**config.mk**
```make
export PLATFORM = sky130hd
export DESIGN_NAME = sram_mem_controller
export DESIGN_NICKNAME = d
export VERILOG_FILES = /design/src/rtl/sram_mem_controller.sv
export SDC_FILE = /design/constraint.sdc
export NUM_CORES = 1
export LEC_CHECK = 0
export ABC_AREA = 1
export CAP_MARGIN = 20
export CORE_MARGIN = 2
export CORE_UTILIZATION = 50
export CTS_CLUSTER_DIAMETER = 200
export CTS_CLUSTER_SIZE = 14
export DETAILED_ROUTE_END_ITERATION = 10
export PLACE_DENSITY = 0.84
export SLEW_MARGIN = 5
export SYNTH_ARGS = -nofsm -noshare
export SYNTH_HDL_FRONTEND = slang
export SYNTH_SLANG_ARGS = --single-unit
```
**constraint.sdc**
```tcl
create_clock -name clk -period 9.21 [get_ports clk]
set_input_delay 1.842 -clock clk [delete_from_list [all_inputs] [get_ports clk]]
set_output_delay 1.842 -clock clk [all_outputs]
set_load 0.02 [all_outputs]
```
**src/rtl/sram_mem_controller.sv**
```systemverilog
// sram_mem_controller: MEM-stage data memory front end for an external 16-bit
// asynchronous SRAM. Each 32-bit load/store becomes two half-word accesses
// (low half, then high half), and each is held for WAIT_CYCLES cycles. ready
// stalls the pipeline while a request is in flight.
// Optional build macro: SRAM_READ_BYPASS_EN adds a one-entry last-read buffer
// that completes repeat reads of the same word without touching the SRAM.
module sram_mem_controller #(
  parameter int unsigned BASE_ADDR   = 1024,
  parameter int unsigned WAIT_CYCLES = 2,
  parameter int unsigned SRAM_ADDR_W = 18
) (
  input  logic                   clk,
  input  logic                   rst,
  input  logic                   wr_en,
  input  logic                   rd_en,
  input  logic [31:0]            address,
  input  logic [31:0]            write_data,
  output logic [31:0]            read_data,
  output logic                   ready,
  output logic [SRAM_ADDR_W-1:0] sram_addr,
  output logic                   sram_we_n,
  output logic [15:0]            sram_dq_out,
  output logic                   sram_dq_oe,
  input  logic [15:0]            sram_dq_in
);

  localparam int unsigned CNT_W = (WAIT_CYCLES > 1) ? $clog2(WAIT_CYCLES) : 1;
  localparam logic [CNT_W-1:0] CNT_LAST = CNT_W'(WAIT_CYCLES - 1);

  typedef enum logic [1:0] {
    IDLE,
    LOW,
    HIGH,
    DONE
  } state_t;

  state_t            state, state_n;
  logic [CNT_W-1:0]  cnt, cnt_n;
  logic              is_wr_q, is_wr_n;
  logic [31:0]       word_q, word_n;
  logic [31:0]       wdata_q, wdata_n;
  logic [31:0]       req_word;

  logic [SRAM_ADDR_W-1:0] addr_n;
  logic                   we_n_n;
  logic [15:0]            dq_out_n;
  logic                   dq_oe_n;

`ifdef SRAM_READ_BYPASS_EN
  logic        byp_valid;
  logic [31:0] byp_tag;
  logic        byp_hit;
`endif

  // Half-word SRAM address for a word; out-of-range words wrap by truncation.
  function automatic logic [SRAM_ADDR_W-1:0] half_addr(input logic [31:0] w,
                                                        input logic      hi);
    return SRAM_ADDR_W'({w, hi});
  endfunction

  assign req_word = (address - 32'(BASE_ADDR)) >> 2;

  // Pipeline stall: low while a request is pending and not yet completing.
  assign ready = ~(wr_en | rd_en) | (state == DONE);

`ifdef SRAM_READ_BYPASS_EN
  assign byp_hit = rd_en & ~wr_en & byp_valid & (byp_tag == req_word);
`endif

  // Next-state logic: request capture in IDLE and per-half wait counting.
  always_comb begin
    state_n = state;
    cnt_n   = cnt;
    is_wr_n = is_wr_q;
    word_n  = word_q;
    wdata_n = wdata_q;
    unique case (state)
      IDLE: begin
        if (wr_en | rd_en) begin
          is_wr_n = wr_en;
          word_n  = req_word;
          wdata_n = write_data;
          cnt_n   = '0;
          state_n = LOW;
`ifdef SRAM_READ_BYPASS_EN
          if (byp_hit) state_n = DONE;
`endif
        end
      end
      LOW: begin
        if (cnt == CNT_LAST) begin
          cnt_n   = '0;
          state_n = HIGH;
        end else begin
          cnt_n = cnt + 1'b1;
        end
      end
      HIGH: begin
        if (cnt == CNT_LAST) begin
          cnt_n   = '0;
          state_n = DONE;
        end else begin
          cnt_n = cnt + 1'b1;
        end
      end
      DONE: state_n = IDLE;
      default: state_n = IDLE;
    endcase
  end

  // SRAM pin values for the upcoming cycle. They are derived from the next state
  // so the pins leave flops cleanly. The address and data are held outside an
  // access, so the bus does not toggle when it is not in use.
  always_comb begin
    addr_n   = sram_addr;
    dq_out_n = sram_dq_out;
    dq_oe_n  = 1'b0;
    we_n_n   = 1'b1;
    unique case (state_n)
      LOW: begin
        addr_n = half_addr(word_n, 1'b0);
        if (is_wr_n) begin
          dq_oe_n  = 1'b1;
          dq_out_n = wdata_n[15:0];
          we_n_n   = (cnt_n == CNT_LAST);
        end
      end
      HIGH: begin
        addr_n = half_addr(word_n, 1'b1);
        if (is_wr_n) begin
          dq_oe_n  = 1'b1;
          dq_out_n = wdata_n[31:16];
          we_n_n   = (cnt_n == CNT_LAST);
        end
      end
      default: ;
    endcase
  end

  // FSM state, wait counter and latched request.
  always_ff @(posedge clk or posedge rst) begin
    if (rst) begin
      state   <= IDLE;
      cnt     <= '0;
      is_wr_q <= 1'b0;
      word_q  <= '0;
      wdata_q <= '0;
    end else begin
      state   <= state_n;
      cnt     <= cnt_n;
      is_wr_q <= is_wr_n;
      word_q  <= word_n;
      wdata_q <= wdata_n;
    end
  end

  // Registered SRAM control/data pins.
  always_ff @(posedge clk or posedge rst) begin
    if (rst) begin
      sram_addr   <= '0;
      sram_we_n   <= 1'b1;
      sram_dq_out <= '0;
      sram_dq_oe  <= 1'b0;
    end else begin
      sram_addr   <= addr_n;
      sram_we_n   <= we_n_n;
      sram_dq_out <= dq_out_n;
      sram_dq_oe  <= dq_oe_n;
    end
  end

  // Read capture: sample SRAM data on the last cycle of each half.
  always_ff @(posedge clk or posedge rst) begin
    if (rst) begin
      read_data <= '0;
    end else if (!is_wr_q && cnt == CNT_LAST) begin
      if (state == LOW)  read_data[15:0]  <= sram_dq_in;
      if (state == HIGH) read_data[31:16] <= sram_dq_in;
    end
  end

`ifdef SRAM_READ_BYPASS_EN
  // Last-read buffer tag. read_data only changes on reads, so it doubles as
  // the buffered data word, and a hit simply leaves it untouched.
  always_ff @(posedge clk or posedge rst) begin
    if (rst) begin
      byp_valid <= 1'b0;
      byp_tag   <= '0;
    end else if (state == IDLE && wr_en) begin
      byp_valid <= 1'b0;
    end else if (state == DONE && !is_wr_q) begin
      byp_valid <= 1'b1;
      byp_tag   <= word_q;
    end
  end
`endif

endmodule

```
== Yosys cells after proc, flatten, opt, wreduce, memory -nomap -nowiden ==
Cells that the tools add are included.
W data, S select, Z words.
Storage, ports and cells
  logic and storage cells: 53
  register bits: 121
  RAM bits: 0
  input bits: 84
  memories: 0
  memory bits (read-only): 0
  latch bits: 0
  output and inout bits: 69
Operators by class
  bitwise gates (word level): 3
  shifts and indexed selects: 0
  order comparisons: 0
  mux-type cells: 21
  $add $sub $neg: 2
  div/mod/pow operators: 0
  eq/ne operators: 7
  reductions and logical operators: 9
  $mul: 0
Operators with widths (number)
  $mux W32: 2
  $pmux W18 S2: 1
  $mux W17: 2
  $mux W16: 2
  $pmux W16 S2: 1
  $sub A19 B11 Y19 const B: 1
  $mux W1: 8
  $pmux W2 S4: 1
  $eq A2 B2 Y1 const B: 3
  $mux W2: 3
  $eq A2 B1 Y1 const B: 2
  $ne A2 B2 Y1 const B: 2
  $reduce_and A2 Y1: 2
  $reduce_or A2 Y1: 2
  $reduce_and A3 Y1: 1
  $logic_not A2 Y1: 1
  $or A1 B1 Y1: 2
  $pmux W1 S2: 1
  $reduce_bool A2 Y1: 1
  $add A1 B1 Y1 const B: 1
  $logic_and A1 B1 Y1: 1
  $logic_not A1 Y1: 1
  $not A1 Y1: 1

== Longest topological paths before layout ==
Gate-level depths: netlist (run 1).
  depth in word-level cells: 6
  depth in mapped cells: 15
  gate-level depth less buffers: 13

== Worst setup path before layout (run 1) ==
Ideal clock, no wire load.
  path type: in2out
  from: input port rd_en
  to: output port ready
  stages on the path: 3
  arrival: 2.174 ns
  path buffers: 0
  setup slack: 5.194 ns
  data required time: 7.368 ns
  path through: nor2_1 -> inv_1 -> nand2_1
Between the ends
  word-level cells in the longest chain between the ends: 3
Ends and longest elaborated chain
  start, declared: line 15  | input logic rd_en,
  $or A1 B1 Y1: line 64  | assign ready = ~(wr_en | rd_en) | (state == DONE);
  $not A1 Y1: line 64
  $or A1 B1 Y1: line 64
  end, declared: line 19  | output logic ready,
No other way between the ends.

== Worst setup path after layout (run 1) ==
Ends and elaborated chain as after synthesis.

==> results of run 1 <==
==> layout make-up <==
type	instances	share of cell area, %
Sequential cell	121	42.2
Clock inverter	11	1.67
Timing Repair Buffer	141	20.0
Inverter	59	3.22
Clock buffer	21	6.54
Multi-Input combinational cell	374	24.0
Tap cell	136	2.37
==> sequential cells by signal, indices dropped and copies added (netlist names) <==
signal and count:
cnt 1, is_wr_q 1, read_data 32, sram_addr 18, sram_dq_oe 1, sram_dq_out 16
sram_we_n 1, state 2, wdata_q 32, word_q 17
==> stage by stage <==
| step | area, sq um | cells | setup slack (ns) | total power [uW] | util, % |
|---|---|---|---|---|---|
| 2_1_floorplan | 5140 | 578 | 4.16 | 1850 | - |
| 3_3_place_gp | 6530 | 828 | 4.03 | 2240 | 64.4 |
| 3_5_place_dp | 6550 | 829 | 4.19 | 2340 | 64.6 |
| 4_1_cts | 7140 | 861 | 4.19 | 3000 | 70.4 |
| 5_1_grt | 7180 | 863 | 4.15 | 3210 | 70.8 |
| 6_report | 7180 | 863 | 4.21 | 2990 | 70.8 |
==> metal layers <==
metal  wire length, microns  share of wire [%]  track usage [%]  vias up
li1                       -                  -                -     2105
met1                   5060                 41             28.9     2158
met2                   6330                 51             38.6      160
met3                    701                5.7             5.07       20
met4                    206                1.7             11.4        0
met5                      0                  0                0        -
==> layout by cell type (no fill, tap or decap), drive strengths merged <==
master / n
nand2: 202
clkdlybuf4s50: 137
dfrtp: 120
nand3: 61
inv: 58
o21ai: 57
nor2: 21
clkbuf: 21
a31oi: 11
ha: 9
clkinv: 7
or2: 6
buf: 4
clkinvlp: 3
bufinv: 2
o21a: 1
o221ai: 1
o21bai: 1
a22oi: 1
and2: 1
nand4: 1
a21oi: 1
dfstp: 1
==> cells by family (layout without fill, tap and decap cells) <==
kind of cell             after synthesis  after routing  synth area share, %
AND/OR/NAND/NOR                      292            292                 23.2
flip-flops                           121            121                 58.9
buffers and inverters                 83            232                 7.57
AO/OA/AOI/OAI                         73             73                 8.06
adder cells (fa/ha/maj)                9              9                 2.19
==> worst max-delay path: cells and delay by family <==
kind,cells,cell delay [ns]
buffers and inverters,3,1.12
and+or+nand+nor,2,0.21
==> power by group through the flow <==
stage                     registers, uW  logic, uW  clock network, uW
final                               937       1410                644
after global routing                964       1570                678
after CTS                           937       1410                653
after detailed placement            939       1400                  0
after global placement              928       1320                  0
after floorplan                    1100        745                  0
==> final timing paths <==
| path | start | endpoint | slack (ns) |
|---|---|---|---|
| max | rd_en | ready | 4.21 |
| min | wdata_q[14] | wdata_q[14] | 0.46 |
| min reg2reg | wdata_q[14] | wdata_q[14] | 0.46 |
| min in group asynchronous | rst | sram_dq_out[8] | 1.73 |
| max in group asynchronous | rst | wdata_q[11] | 6.12 |
| max reg2reg | state[0] | sram_dq_out[6] | 5.82 |
==> key figures, run 1 <==
Run status
  • Status: completed

Synth
  • Syn Inst Count: 578
  • Synth area leaders: dfrtp_1 58%, nand2_1 15%, nand3_1 5.9%, inv_1 4.1%, o21ai_0 3.7%
  • Library cells used by synthesis: 30
  • Number of enable flip-flop cells after synthesis: 0
  • Yosys top cell area share: 58.4%
  • Syn avg cell area: 8.89 sq um
  • Synth area leader: dfrtp_1
  • Post-Syn Area: 5140 sq um
  • Flops & latches, synth: 121
  • Sequential fraction of the synthesis area: 58.9%
  • Synth warn: 0
  • Syn nets: 671
  • Commonest cells in the netlist: 201 x nand2_1, 120 x dfrtp_1, 61 x nand3_1, 56 x inv_1, 38 x o21ai_0
  • FFs w/ async S/R, synth: 100%
  • Primary FF master, synth: dfrtp_1
  • Most frequent cell after synthesis: nand2_1

Clock network
  • Clock slew at reported path FFs: 0.05 ns
  • Clk buf depth: 2
  • H-tree Lvls: 4
  • Clock Sinks: 121
  • Clock latency on the worst-skew pair: 0.51 ns
  • Hold-fix buffers, CTS: 0
  • CTS tree: built
  • Post-CTS Resized: 0
  • Root Driver: clkbuf_8
  • CTS Buf Count: 17
  • Post-CTS setup buffers: 0

Floorplanning
  • FP Rows: 37
  • Top-Level Pins: 153
  • Die width: 105 microns
  • Die span in y: 105 microns
  • Die ar.: 11100 sq um
  • Initial core utilization: 50.7%
  • Core ar.: 10100 sq um

Cells and area
  • Share of cells above drive strength 1: 7.15%
  • Final net count: 807
  • Filler cells: 730
  • ANT cells: 0
  • Area of the multi-input gates: 1720 sq um
  • FF/Latch Area: 3030 sq um
  • Synth-to-layout area growth: 39.7%

Global route
  • All-layer global routing usage: 23.3%
  • Largest net degree at the start of global routing: 81
  • First-pass GRT wire length: 20.3 mm
  • Overflow after GRT: 0
  • Initial antenna violation count: 0
  • Vias in the first global route: 4395

Power and ir drop
  • Power Internal: 1790 uW
  • Net load switching power: 1200 uW
  • Share of power burned in combinational logic: 47.2%
  • Reg power frac: 31.3%
  • Sw Ratio: 40.1%
  • Power Density: 417 nW/um^2
  • VDD IR-drop max: 0.000213 V
  • Clk pwr share: 21.5%
  • P_leak: 0.00353 uW

STA
  • Final Critical Period: 5.00 ns
  • Total negative slack: 0 ns
  • Worst-Margin Slew: 1.03 ns
  • Setup violations, final: 0
  • Final Hold Viols: 0
  • Max-slew headroom: 31.0%
  • Clk_skew: 0.00890 ns
  • Max Clock Freq: 0.200 GHz
  • Min Hold Slack: 0.464 ns
  • Fin. max-slew vios: 0
  • RSZ-0062 raised after global routing: false
  • Tcrit/Tclk final: 54.3%

Worst setup path
  • CP max stage cell: clkdlybuf4s50_1
  • Worst Path Required: 7.37 ns
  • Critical-path cell list: clkdlybuf4s50_1, nor2_1, inv_1, nand2_1, clkdlybuf4s50_1
  • Worst-case reg-to-reg path depth: 13
  • CP arrival: 3.16 ns
  • CP max FO: 3
  • Crit Path Category: in -> out
  • Most frequent CP cell: clkdlybuf4s50_1
  • Setup crit end kind: output port
  • CP peak stage delay: 0.61 ns
  • Crit path launch type: primary input

Routing
  • ANT nets after route: 0
  • Drt pass-1 iters: 6
  • Remaining DRCs: 0
  • Total number of vias: 4443
  • WL final: 12.3 mm
  • Via density: 5.15
  • WL per Instance: 14.2 microns
  • Detailed Route Iter0 Violations: 235

Job
  • Max Cap Viol: 0

Place
  • Gpl congestion: 0.799
  • IO Port Bufs: 137
  • HPWL Detailed: 8.01 mm

Worst hold path
  • WHS Path Cells: 2
  • Hold Crit Class: reg -> reg
Power figures use the tool's default switching activity.
==> run 2: changes to the inputs <==
CORE_UTILIZATION = 47   (was 50)
PLACE_DENSITY = 0.8   (was 0.84)
clock period = 5 ns   (was 9.21 ns; I/O delays follow)
==> key figures, run 2 (synthesis gave the netlist of run 1 again) <==
Run status
  • Status: completed

Floorplanning
  • FP Rows: 38 (+2.7%)
  • Initial core utilization: 47.8% (-2.9 points)
  • Die width: 109 microns (+3.0%)
  • Die ar.: 11800 sq um (+6.1%)
  • Die span in y: 109 microns (+3.0%)
  • Top-Level Pins: 153 (unchanged)
  • Core ar.: 10700 sq um (+6.0%)

Power and ir drop
  • Total power: 5450 uW (+82%)
  • P_leak: 0.00353 uW (-0.14%)
  • Power Density: 761 nW/um^2 (+83%)
  • VDD IR-drop max: 0.000406 V (+90%)

Cells and area
  • Commonest non-fill, non-tap cell in the layout: nand2_1
  • ANT cells: 0 (unchanged)
  • Synth-to-layout area growth: 39.3%
  • Commonest cells after routing, fill and taps aside: 201 x nand2_1, 137 x clkdlybuf4s50_1, 120 x dfrtp_1
  • Largest regs: read_data: 32 flops, wdata_q: 32 flops, sram_addr: 18 flops
  • Post-route insts no fill: 866 (+0.35%)
  • Final net count: 808 (+0.12%)
  • Final Core Density: 66.7% (-4.1 points)
  • Share of cells above drive strength 1: 6.89% (-0.27 points)

Routing
  • WL per Instance: 14.0 microns (-1.5%)
  • Via density: 5.02 (-2.4%)
  • WL final: 12.2 mm (-1.1%)
  • Remaining DRCs: 0 (unchanged)
  • Drt pass-1 iters: 6 (unchanged)
  • Total number of vias: 4351 (-2.1%)
  • ANT nets after route: 0 (unchanged)
  • Detailed Route Iter0 Violations: 347 (+48%)

Clock network
  • Post-CTS setup buffers: 0 (unchanged)
  • Clock latency on the worst-skew pair: 0.51 ns (about the same)
  • Post-CTS Resized: 0 (unchanged)
  • Clock Sinks: 121 (unchanged)
  • H-tree Lvls: 4 (unchanged)
  • CTS tree: built
  • Clock slew at reported path FFs: 0.05 ns (about the same)
  • Hold-fix buffers, CTS: 0 (unchanged)
  • CTS Buf Count: 17 (unchanged)
  • Root Driver: clkbuf_8
  • Clk buf depth: 2 (unchanged)

Worst hold path
  • WHS Path Cells: 2 (unchanged)
  • Hold path startpoint: word_q[2]
  • Hold Crit Class: reg -> reg
  • Hold worst-path end: word_q[2]

STA
  • Max Clock Freq: 0.293 GHz
  • Final Critical Period: 3.42 ns
  • Clk_skew: 0.00807 ns (-0.000829 ns)
  • Tcrit/Tclk final: 68.4%
  • Total negative slack: 0 ns (unchanged)
  • Setup violations, final: 0 (unchanged)
  • Final Hold Viols: 0 (unchanged)
  • RSZ-0062 raised after global routing: false
  • Worst-Margin Slew: 1.03 ns (-0.00354 ns)
  • Fin. max-slew vios: 0 (unchanged)
  • Max-slew headroom: 31.2% (+0.24 points)

Global route
  • Initial antenna violation count: 0 (unchanged)
  • Overflow after GRT: 0 (unchanged)
  • First-pass GRT wire length: 19.8 mm (-2.7%)
  • Largest net degree at the start of global routing: 55 (-32%)
  • Vias in the first global route: 4140 (-5.8%)
  • All-layer global routing usage: 21.7% (-1.5 points)

Place
  • Gpl congestion: 0.828 (+3.6%)
  • HPWL Detailed: 8.08 mm (+0.88%)
  • Placed cell count: 834 (+0.60%)
  • IO Port Bufs: 137 (unchanged)

Worst setup path
  • Delay-heaviest family, CP: buffers and inverters
  • Worst Path Required: 5.37 ns (-2.00 ns)
  • CP max stage cell: ha_1
  • Crit Path Category: in -> reg
  • Crit path launch type: primary input
  • CP max FO: 32 (+29)
  • Reg2Reg Setup Slack: 1.87 ns (-3.95 ns)
  • CP arrival: 3.79 ns (+0.63 ns)
  • Worst-case reg-to-reg path depth: 14 (+1)
  • R2r endpoint: sram_dq_out[11]
  • Critical R2R Launch: state[1]
  • Critical-path cell list: clkdlybuf4s50_1, nor2_1, inv_1, o21ai_0, nand2_1, inv_1, ha_1, clkinv_4, nand2_1, o21ai_2, buf_4, nand3_1, o21ai_1
  • CP peak stage delay: 0.72 ns (+0.11 ns)
  • Setup crit end kind: flop
  • Bufs and invs on worst path: 5 (+2)

Job
  • Max Cap Viol: 0 (unchanged)
[run 2: worst register-to-register path: cells and delay by family (launching register included)]
kind            cells  cell delay (ns)
compound gates      3             0.29
fa+ha+maj           2             0.93
buf+inv             5             0.86
flops               1             0.43
simple gates        4             0.49
[run 2: area by class of cell]
| class | instances | area [sq um] |
|---|---|---|
| fillers | 882 | 3580 |
| flip-flops and latches | 121 | 3030 |
| multi-input cells | 374 | 1720 |
| repair buffers | 142 | 1440 |
| clock buffers | 22 | 473 |
| inverters | 59 | 231 |
| well taps | 140 | 175 |
| clock inverters | 8 | 95.1 |
[run 2: worst max-delay path by stage]
stage          startpoint               to  slack, ns  cells past startpoint
6_report            rd_en  sram_dq_out[11]       1.58                     13
5_1_grt             rd_en  sram_dq_out[13]       1.37                     13
2_1_floorplan         rst              cnt       0.79                      1
3_3_place_gp        rd_en   sram_dq_out[8]       1.17                     13
3_5_place_dp        rd_en  sram_dq_out[11]       1.09                     13
4_1_cts             rd_en  sram_dq_out[11]       1.62                     13
[run 2: stage by stage]
step           hold slack (ns)  setup WS [ns]  area, sq um
2_1_floorplan            0.437          0.787         5140
3_3_place_gp             0.448           1.17         6550
3_5_place_dp             0.454           1.09         6550
4_1_cts                  0.467           1.62         7120
5_1_grt                  0.484           1.37         7160
6_report                 0.465           1.58         7160
[run 2: layer usage]
| metal | vias to the layer above | global-route usage, % | wire length (microns) |
|---|---|---|---|
| met5 | - | 0 | 0 |
| met1 | 2085 | 28.1 | 5160 |
| met2 | 138 | 35.6 | 6130 |
| met3 | 19 | 4.76 | 699 |
| li1 | 2109 | - | - |
| met4 | 0 | 8.79 | 175 |
[run 2: power breakdown]
part,switching [uW],internal [uW],total (uW)
Clock,409,752,1160
Combinational,1540,1020,2560
Sequential,230,1500,1730
==> run 3: changes to the inputs <==
CORE_UTILIZATION = 43   (was 47)
PLACE_DENSITY = 0.77   (was 0.8)
clock period = 3.1 ns   (was 5 ns; I/O delays follow)
==> key figures, run 3 (synthesis gave the netlist of run 1 again) <==
Worst hold path
  • Hold Crit Class: reg -> reg
  • WHS Path Cells: 2 (unchanged)
  • Hold path startpoint: wdata_q[17]
  • Hold worst-path end: wdata_q[17]

Global route
  • First-pass GRT wire length: 20.9 mm (+5.8%)
  • Overflow after GRT: 0 (unchanged)
  • All-layer global routing usage: 20.4% (-1.4 points)
  • Vias in the first global route: 4382 (+5.8%)
  • Largest net degree at the start of global routing: 58 (+5.5%)
  • Initial antenna violation count: 0 (unchanged)

Floorplanning
  • Die ar.: 12800 sq um (+9.0%)
  • FP Rows: 39 (+2.6%)
  • Core ar.: 11600 sq um (+7.6%)
  • Die span in y: 113 microns (+4.4%)
  • Initial core utilization: 44.4% (-3.4 points)
  • Die width: 113 microns (+4.4%)
  • Top-Level Pins: 153 (unchanged)

Cells and area
  • Filler cells: 950 (+7.7%)
  • Final net count: 813 (+0.62%)
  • Final Core Density: 62.8% (-3.8 points)
  • Commonest non-fill, non-tap cell in the layout: nand2_1
  • Synth-to-layout area growth: 41.3%
  • ANT cells: 0 (unchanged)
  • Commonest cells after routing, fill and taps aside: 201 x nand2_1, 137 x clkdlybuf4s50_1, 120 x dfrtp_1
  • Share of cells above drive strength 1: 7.51% (+0.63 points)
  • Post-Layout Inst Area: 7260 sq um (+1.4%)
  • Post-route insts no fill: 875 (+1.0%)
  • Largest regs: read_data: 32 flops, wdata_q: 32 flops, sram_addr: 18 flops

Clock network
  • Clock latency on the worst-skew pair: 0.40 ns (-0.11 ns)
  • CTS tree: built
  • H-tree Lvls: 4 (unchanged)
  • Root Driver: clkbuf_16
  • Clock slew at reported path FFs: 0.05 ns (about the same)
  • Clock Sinks: 121 (unchanged)
  • Clk buf depth: 2 (unchanged)
  • CTS Buf Count: 17 (unchanged)
  • Post-CTS setup buffers: 0 (unchanged)
  • Hold-fix buffers, CTS: 0 (unchanged)
  • Post-CTS Resized: 0 (unchanged)

STA
  • RSZ-0062 raised after global routing: false
  • Final Critical Period: 2.57 ns
  • Max Clock Freq: 0.389 GHz
  • Fin. max-slew vios: 0 (unchanged)
  • Tcrit/Tclk final: 83.0%
  • Setup violations, final: 0 (unchanged)
  • Total negative slack: 0 ns (unchanged)
  • Max-slew headroom: 69.4% (+38 points)
  • Final Hold Viols: 0 (unchanged)
  • Clk_skew: 0.00744 ns (-0.000628 ns)
  • Worst-Margin Slew: 0.459 ns (-0.570 ns)

Worst setup path
  • CP max FO: 3 (-91%)
  • Crit Path Category: in -> out
  • Setup crit end kind: output port
  • Crit path launch type: primary input
  • Reg2Reg Setup Slack: 0.74 ns (-1.13 ns)
  • CP arrival: 1.95 ns (-1.84 ns)
  • R2r endpoint: sram_dq_out[0]
  • Worst-case reg-to-reg path depth: 13 (-1)
  • Worst Path Required: 2.48 ns (-2.89 ns)
  • Critical R2R Launch: state[0]

Power and ir drop
  • Total power: 9060 uW (+66%)
  • Power Density: 1250 nW/um^2 (+64%)
  • P_leak: 0.00357 uW (+1.3%)
  • VDD IR-drop max: 0.000640 V (+58%)

Routing
  • Remaining DRCs: 0 (unchanged)
  • WL per Instance: 14.4 microns (+2.3%)
  • Drt pass-1 iters: 4 (-2)
  • WL final: 12.6 mm (+3.4%)
  • Via density: 4.98 (-0.82%)
  • ANT nets after route: 0 (unchanged)
  • Detailed Route Iter0 Violations: 384 (+11%)
  • Total number of vias: 4360 (+0.21%)

Place
  • Post-DP Area: 6660 sq um (+1.6%)
  • Placed cell count: 844 (+1.2%)
  • HPWL Detailed: 8.56 mm (+6.0%)
  • IO Port Bufs: 137 (unchanged)
  • Gpl congestion: 0.895 (+8.0%)

Run status
  • Status: completed

Job
  • Max Cap Viol: 0 (unchanged)
## run 3: layer usage
layer	share of wire (%)	track usage, %
met2	49	33.7
met4	0.91	5.93
met3	6.1	5.30
met1	44	26.6
met5	0	0
## run 3: worst max path at each step
stage             start             end  slack, ns  depth (start not counted)
2_1_floorplan  state[0]  sram_dq_out[0]       0.94                         12
5_1_grt           rd_en           ready       0.48                          5
3_5_place_dp      rd_en  sram_dq_out[5]       0.34                         13
6_report          rd_en           ready       0.53                          5
4_1_cts           rd_en           ready       0.52                          5
3_3_place_gp      rd_en  sram_dq_out[3]       0.41                         13
## run 3: final cells by class
class	count	area, sq um	area share, %
Sequential cell	121	3030	41.7
Multi-Input combinational cell	374	1720	23.7
Timing Repair Buffer	147	1500	20.6
Clock buffer	23	488	6.72
Inverter	59	233	3.20
Tap cell	143	179	2.46
Clock inverter	8	118	1.62
## run 3: power by group
part           total [uW]  switching [uW]  internal [uW]
Sequential           2780             362           2420
Combinational        4290            2530           1750
Clock                1990             653           1340
Total                9060            3550           5510
## run 3: through the flow
step	hold WS (ns)	setup slack, ns
6_report	0.463	0.526
5_1_grt	0.490	0.482
4_1_cts	0.466	0.520
3_5_place_dp	0.453	0.339
3_3_place_gp	0.448	0.409
2_1_floorplan	0.437	0.938
## run 3: critical path: stages
cell	delay [ns]
clkdlybuf4s50_1	0.42
nor2_1	0.15
inv_1	0.09
nand2_1	0.07
clkdlybuf4s50_1	0.61
